`src/rtl/lab_pkg.sv`:
```
// Shared constants and per-channel state encoding for the input debouncer.
// The optional latching-toggle mode is selected by INPUT_DEBOUNCER_TOGGLE_EN.
package lab_pkg;

    // Default debounce lengths: short for simulation, 5 ms at 100 MHz for the board.
    localparam int unsigned DebounceCyclesSim   = 4;
    localparam int unsigned DebounceCyclesBoard = 500000;

    // STABLE: synchronised input agrees with the clean level; COUNTING otherwise.
    typedef enum logic {
        StStable   = 1'b0,
        StCounting = 1'b1
    } deb_state_e;

    // Counter width able to hold DEBOUNCE_CYCLES-1, never narrower than one bit.
    function automatic int unsigned cnt_width(input int unsigned cycles);
        return (cycles > 1) ? $clog2(cycles) : 1;
    endfunction

endpackage

```
`src/rtl/debounce_ch.sv`:
```
// Single debounce channel: two-flop synchroniser, stability counter, clean level and
// registered rise/fall pulses. With INPUT_DEBOUNCER_TOGGLE_EN defined, clean_out
// instead drives a toggle register that flips on every debounced rising edge.
module debounce_ch
    import lab_pkg::*;
#(
    parameter int unsigned DEBOUNCE_CYCLES = DebounceCyclesBoard
) (
    input  logic clk,
    input  logic rst_n,
    input  logic raw_in,
    output logic clean_out,
    output logic rise_pulse,
    output logic fall_pulse
);

    localparam int unsigned      CNT_W   = cnt_width(DEBOUNCE_CYCLES);
    localparam logic [CNT_W-1:0] CntLast = CNT_W'(DEBOUNCE_CYCLES - 1);

    logic             s1_q, s2_q;
    logic [CNT_W-1:0] cnt_q, cnt_d;
    logic             level_q, level_d;
    logic             rise_q, rise_d;
    logic             fall_q, fall_d;
    deb_state_e       state;

    assign state = (s2_q == level_q) ? StStable : StCounting;

    // Count consecutive disagreeing cycles; commit the new level on the last one.
    always_comb begin
        cnt_d   = '0;
        level_d = level_q;
        rise_d  = 1'b0;
        fall_d  = 1'b0;
        if (state == StCounting) begin
            if (cnt_q == CntLast) begin
                level_d = s2_q;
                rise_d  = s2_q;
                fall_d  = ~s2_q;
            end else begin
                cnt_d = cnt_q + 1'b1;
            end
        end
    end

    // Synchroniser, counter, level and pulse registers.
    always_ff @(posedge clk or negedge rst_n) begin
        if (!rst_n) begin
            s1_q    <= 1'b0;
            s2_q    <= 1'b0;
            cnt_q   <= '0;
            level_q <= 1'b0;
            rise_q  <= 1'b0;
            fall_q  <= 1'b0;
        end else begin
            s1_q    <= raw_in;
            s2_q    <= s1_q;
            cnt_q   <= cnt_d;
            level_q <= level_d;
            rise_q  <= rise_d;
            fall_q  <= fall_d;
        end
    end

    assign rise_pulse = rise_q;
    assign fall_pulse = fall_q;

`ifdef INPUT_DEBOUNCER_TOGGLE_EN
    logic toggle_q, toggle_d;

    // Flip one cycle after each debounced press so a push-button latches.
    always_comb begin
        toggle_d = toggle_q ^ rise_q;
    end

    // Toggle register.
    always_ff @(posedge clk or negedge rst_n) begin
        if (!rst_n) begin
            toggle_q <= 1'b0;
        end else begin
            toggle_q <= toggle_d;
        end
    end

    assign clean_out = toggle_q;
`else
    assign clean_out = level_q;
`endif

    a_pulse_excl: assert property (@(posedge clk) disable iff (!rst_n) !(rise_q && fall_q));
    a_cnt_range:  assert property (@(posedge clk) disable iff (!rst_n) cnt_q <= CntLast);
    a_stable_clr: assert property (@(posedge clk) disable iff (!rst_n)
                                   (state == StStable) |=> (cnt_q == '0));

endmodule

```
`src/rtl/input_debouncer.sv`:
```
// Multi-channel switch/button conditioner: N_CH independent debounce_ch instances.
// Define INPUT_DEBOUNCER_TOGGLE_EN to turn every channel into a latching toggle.
module input_debouncer
    import lab_pkg::*;
#(
    parameter int unsigned N_CH            = 2,
    parameter int unsigned DEBOUNCE_CYCLES = DebounceCyclesBoard
) (
    input  logic            clk,
    input  logic            rst_n,
    input  logic [N_CH-1:0] raw_in,
    output logic [N_CH-1:0] clean_out,
    output logic [N_CH-1:0] rise_pulse,
    output logic [N_CH-1:0] fall_pulse
);

    for (genvar i = 0; i < N_CH; i++) begin : g_ch
        debounce_ch #(
            .DEBOUNCE_CYCLES(DEBOUNCE_CYCLES)
        ) u_ch (
            .clk       (clk),
            .rst_n     (rst_n),
            .raw_in    (raw_in[i]),
            .clean_out (clean_out[i]),
            .rise_pulse(rise_pulse[i]),
            .fall_pulse(fall_pulse[i])
        );
    end

endmodule
```
`config.mk`:
```
export PLATFORM = sky130hd
export DESIGN_NAME = input_debouncer
export DESIGN_NICKNAME = d
export VERILOG_FILES = /design/src/rtl/lab_pkg.sv /design/src/rtl/debounce_ch.sv /design/src/rtl/input_debouncer.sv
export SDC_FILE = /design/constraint.sdc
export NUM_CORES = 1
export LEC_CHECK = 0
export BUFFER_PORTS_ARGS = -buffer_cell sky130_fd_sc_hd__buf_2
export CORE_ASPECT_RATIO = 0.75
export CORE_MARGIN = 2
export CORE_UTILIZATION = 53
export DETAILED_ROUTE_END_ITERATION = 16
export PLACE_DENSITY = 0.8
export SLEW_MARGIN = 10
export SYNTH_ARGS = -nofsm -noshare
export SYNTH_HDL_FRONTEND = slang
export SYNTH_HIERARCHICAL = 1
export SYNTH_SLANG_ARGS = --single-unit
```
`constraint.sdc`:
```
create_clock -name clk -period 1.66 [get_ports clk]
set_input_delay 0.166 -clock clk [delete_from_list [all_inputs] [get_ports clk]]
set_output_delay 0.166 -clock clk [all_outputs]
set_load 0.05 [all_outputs]
```
==> flow_summary.toml <==
[sta]
fmax_mhz = 572.9
rsz0062_at_grt = "true"
setup_ws_ns = -0.08565
timing.slew.headroom_pct = 66.63
finalHoldViolCount = 0
fin_setup_tns_ns = -0.9642
clock_period_minus_worst_slack_ns = 1.746
tightest_slew_ns = 0.5005
fin_skew_ns = 0.005271
timing_max_transition_violations_final = 0
final.period_utilization_pct = 105.2
setup_violations = 21

[layout]
area_delta_synth_final_pct = 33.59
mostFrequentLayoutCell = "sky130_fd_sc_hd__buf_4"
final_area_um2 = 3075
finalNetCount = 299
antenna_cells = 0
fin_cells = 348
final_layout_size_suffix_gt1_share_pct = 34.47
layout.cells.most_common_list = "49 x sky130_fd_sc_hd__buf_4, 46 x sky130_fd_sc_hd__dfrtp_1, 36 x sky130_fd_sc_hd__nor2_1"

[critical_path]
crit_path_max_fanout = 4
cp_num_buf_inv = 1
worst_r2r_endpoint = "g_ch[1].u_ch/cnt_q[17]"
critical_path_required_ns = 1.89
worst_setup_path_end_kind = "register"
timing.setup.critical_path_class = "register to register"
rrSetupSlack_ns = -0.09
rr_worst_depth = 5
critical_path_arrival_ns = 1.98
timing.rr.start = "g_ch[1].u_ch/cnt_q[0]"
critical-path-top-delay-family = "simple AND/OR/NAND/NOR gates"
crit_slowest_cell = "sky130_fd_sc_hd__or4_4"
critPathLaunch = "g_ch[1].u_ch/cnt_q[0]"
worst_path_largest_cell_delay_ns = 0.54
critPathLaunchType = "register"
crit_path_cell_trace = "buf_4 -> nand4_2 -> or4_4 -> or3_4 -> a21oi_2"

[synthesis]
synth.distinct_cells = 28
post_synth_inst_count = 224
synth-seq-cells = 48
mappedNetlistNets = 230
synth_seq_area_share_pct = 52.17
synthesis.area_um2 = 2302
synthesis.area_per_instance_um2 = 10.28
number_of_synthesis_warnings = 6

[floorplanning]
dieWidth_um = 80.11
design.die.area_um2 = 4892
dieHeight_um = 61.08
floorplan.initialDensity_pct = 56.10
fp-row-count = 20
fp.coreArea_um2 = 4104
io-pin-count = 10

[pwr]
internal_power_w = 0.001547
post-layout-total-power_w = 0.002013
power.ir.vdd_worst_v = 0.0004566
switching_power_w = 0.0004663
seqPwrFrac_pct = 59.7
p_clk_share_pct = 32.8
combinational_fraction_of_design_power_pct = 7.5
cellLeakagePower_nw = 1.329
power.density_cell_area_nw_per_um2 = 654.5
sw_frac_of_total_pct = 23.17

[route]
route.detailed.vias_per_inst = 5.891
drt_wl_total_um = 6103
drc = 0
vias = 2050
dr.first_iter.drc_count = 196
route.antenna.remaining_nets = 0
firstDrtPassIters = 5
routedWlPerCell_um = 17.54

[clock_network]
cts_root_buffer_type = "sky130_fd_sc_hd__clkbuf_8"
clock_latency_at_the_later_pin_of_the_worst_skew_pair_ns = 0.30
cts_sinks = 48
ctsLongestPathBuffers = 2
cts_tree = "built"
htree_num_levels = 2
clock_input_transition_at_the_sequential_cells_of_the_worst_setup_and_hold_paths_ns = 0.08
cts-buffers-inserted = 5

[place]
gpl.final_weighted_congestion = 0.8727
placed_cells = 324
placedInstanceArea_um2 = 2734
port_buffers = 9
place_hpwl_um = 3527

[global_route]
global_route.usage.total_pct = 22.44
antenna_found_initial = 0
grt_pass1_wl_um = 8231
globalRouteMet1Util_pct = 35.10
most_heavily_used_metal_layer_in_global_routing = "met1"
gr-usage-met3_pct = 4.985
gr-total-overflow = 0
groute.layer.met2.usage_pct = 31.43
largest_net_degree_at_the_start_of_global_routing = 28
first_global_vias = 1719

[flow_run]
maxCapViolCount = 0

[worst_hold_path]
min-delay-path-class = "primary input to asynchronous set/reset pin"

[outcome]
violations = "setup timing"
outcome = "finished, violations left"
## metal layers
| metal | wire length, um | up-vias |
|---|---|---|
| li1 | - | 922 |
| met1 | 2804 | 1010 |
| met2 | 2724 | 97 |
| met3 | 404 | 21 |
| met4 | 170 | 0 |
| met5 | 0 | - |
## power groups by stage
stage	Combinational (W)	Clock [W]	Sequential, W
after global placement	0.000102	0	0.00122
after global routing	0.000166	0.000718	0.00120
after floorplan	0.0000505	0	0.00122
after detailed placement	0.000105	0	0.00123
after CTS	0.000121	0.000675	0.00120
final	0.000151	0.000660	0.00120
## cells in the mapped netlist, drive strengths merged
library cell / number / area, um^2
nor3: 12 / 60.06
and3: 2 / 12.51
mux2: 2 / 22.52
nand3: 12 / 60.06
clkbuf: 2 / 10.01
nor3b: 4 / 30.03
or3: 2 / 12.51
nand4: 20 / 137.6
nand2: 14 / 52.55
nor4b: 4 / 35.03
and2: 2 / 12.51
ha: 2 / 25.02
a21oi: 4 / 27.53
a31o: 2 / 17.52
o31ai: 2 / 42.54
buf: 4 / 17.52
or4: 2 / 22.52
nor2: 36 / 135.1
and4: 2 / 17.52
dfrtp: 48 / 1201
nor4: 6 / 37.54
o21ai: 2 / 10.01
inv: 6 / 22.52
xor2: 8 / 70.07
xnor2: 24 / 210.2
## area by class of cell
class	instances	area [um^2]
inverter	6	22.52
sequential	48	1204
fill	272	1028
timing repair buffer	68	530.5
multi-input combinational	164	1172
clock inverter	1	5.005
clock buffer	6	72.57
tap	55	68.82
## stage by stage
stage	hold WS (ns)	util, %	setup slack, ns
6_report	0.3580	74.94	-0.08565
5_1_grt	0.3663	74.94	-0.1531
4_1_cts	0.3621	70.40	-0.01499
3_5_place_dp	0.1756	66.62	-0.04054
3_3_place_gp	0.1669	66.62	-0.01752
2_1_floorplan	-0.1296	-	-0.04095
## cell families (layout without fill, tap and decap cells)
group	after synthesis	count (layout)	share of synthesized area [%]
flops	48	48	52.17
compound gates	10	10	4.239
mux	2	2	0.9782
fa+ha+maj	2	2	1.087
simple gates	118	118	27.17
xor+xnor	32	32	12.17
buf+inv	12	81	2.174
## how the worst max path moves through the flow
stage | end | slack (ns) | cells past startpoint
global route | g_ch[0].u_ch/cnt_q[18] | -0.15 | 6
CTS | g_ch[0].u_ch/clean_out | -0.01 | 5
detailed placement | g_ch[1].u_ch/clean_out | -0.04 | 5
global placement | g_ch[0].u_ch/clean_out | -0.02 | 5
floorplan | g_ch[0].u_ch/cnt_q[0] | -0.04 | 6
finish | g_ch[1].u_ch/cnt_q[17] | -0.09 | 5
## registers in the layout, indices dropped and copies added (netlist names)
register and count:
g_ch.u_ch/clean_out 2, g_ch.u_ch/s2_q 2, g_ch.u_ch/cnt_q 38, g_ch.u_ch/fall_pulse 2
g_ch.u_ch/s1_q 2, g_ch.u_ch/rise_pulse 2
## worst register-to-register path: stages (launching register included)
cell and delay (ns):
sky130_fd_sc_hd__dfrtp_1 0.41, sky130_fd_sc_hd__buf_4 0.13, sky130_fd_sc_hd__nand4_2 0.13, sky130_fd_sc_hd__or4_4 0.54
sky130_fd_sc_hd__or3_4 0.34, sky130_fd_sc_hd__a21oi_2 0.13
## what timing repair did
action | in CTS | in global routing
hold buffers | 3 | 0
gates resized for setup | 2 | 26
endpoints found under the setup margin | 31 | 42
gates cloned | 0 | 1
buffers inserted | 5 | 8
endpoints found under the hold margin | 23 | 0
pin swaps | 6 | 16
Note: power is estimated with default switching activity, not from simulation.
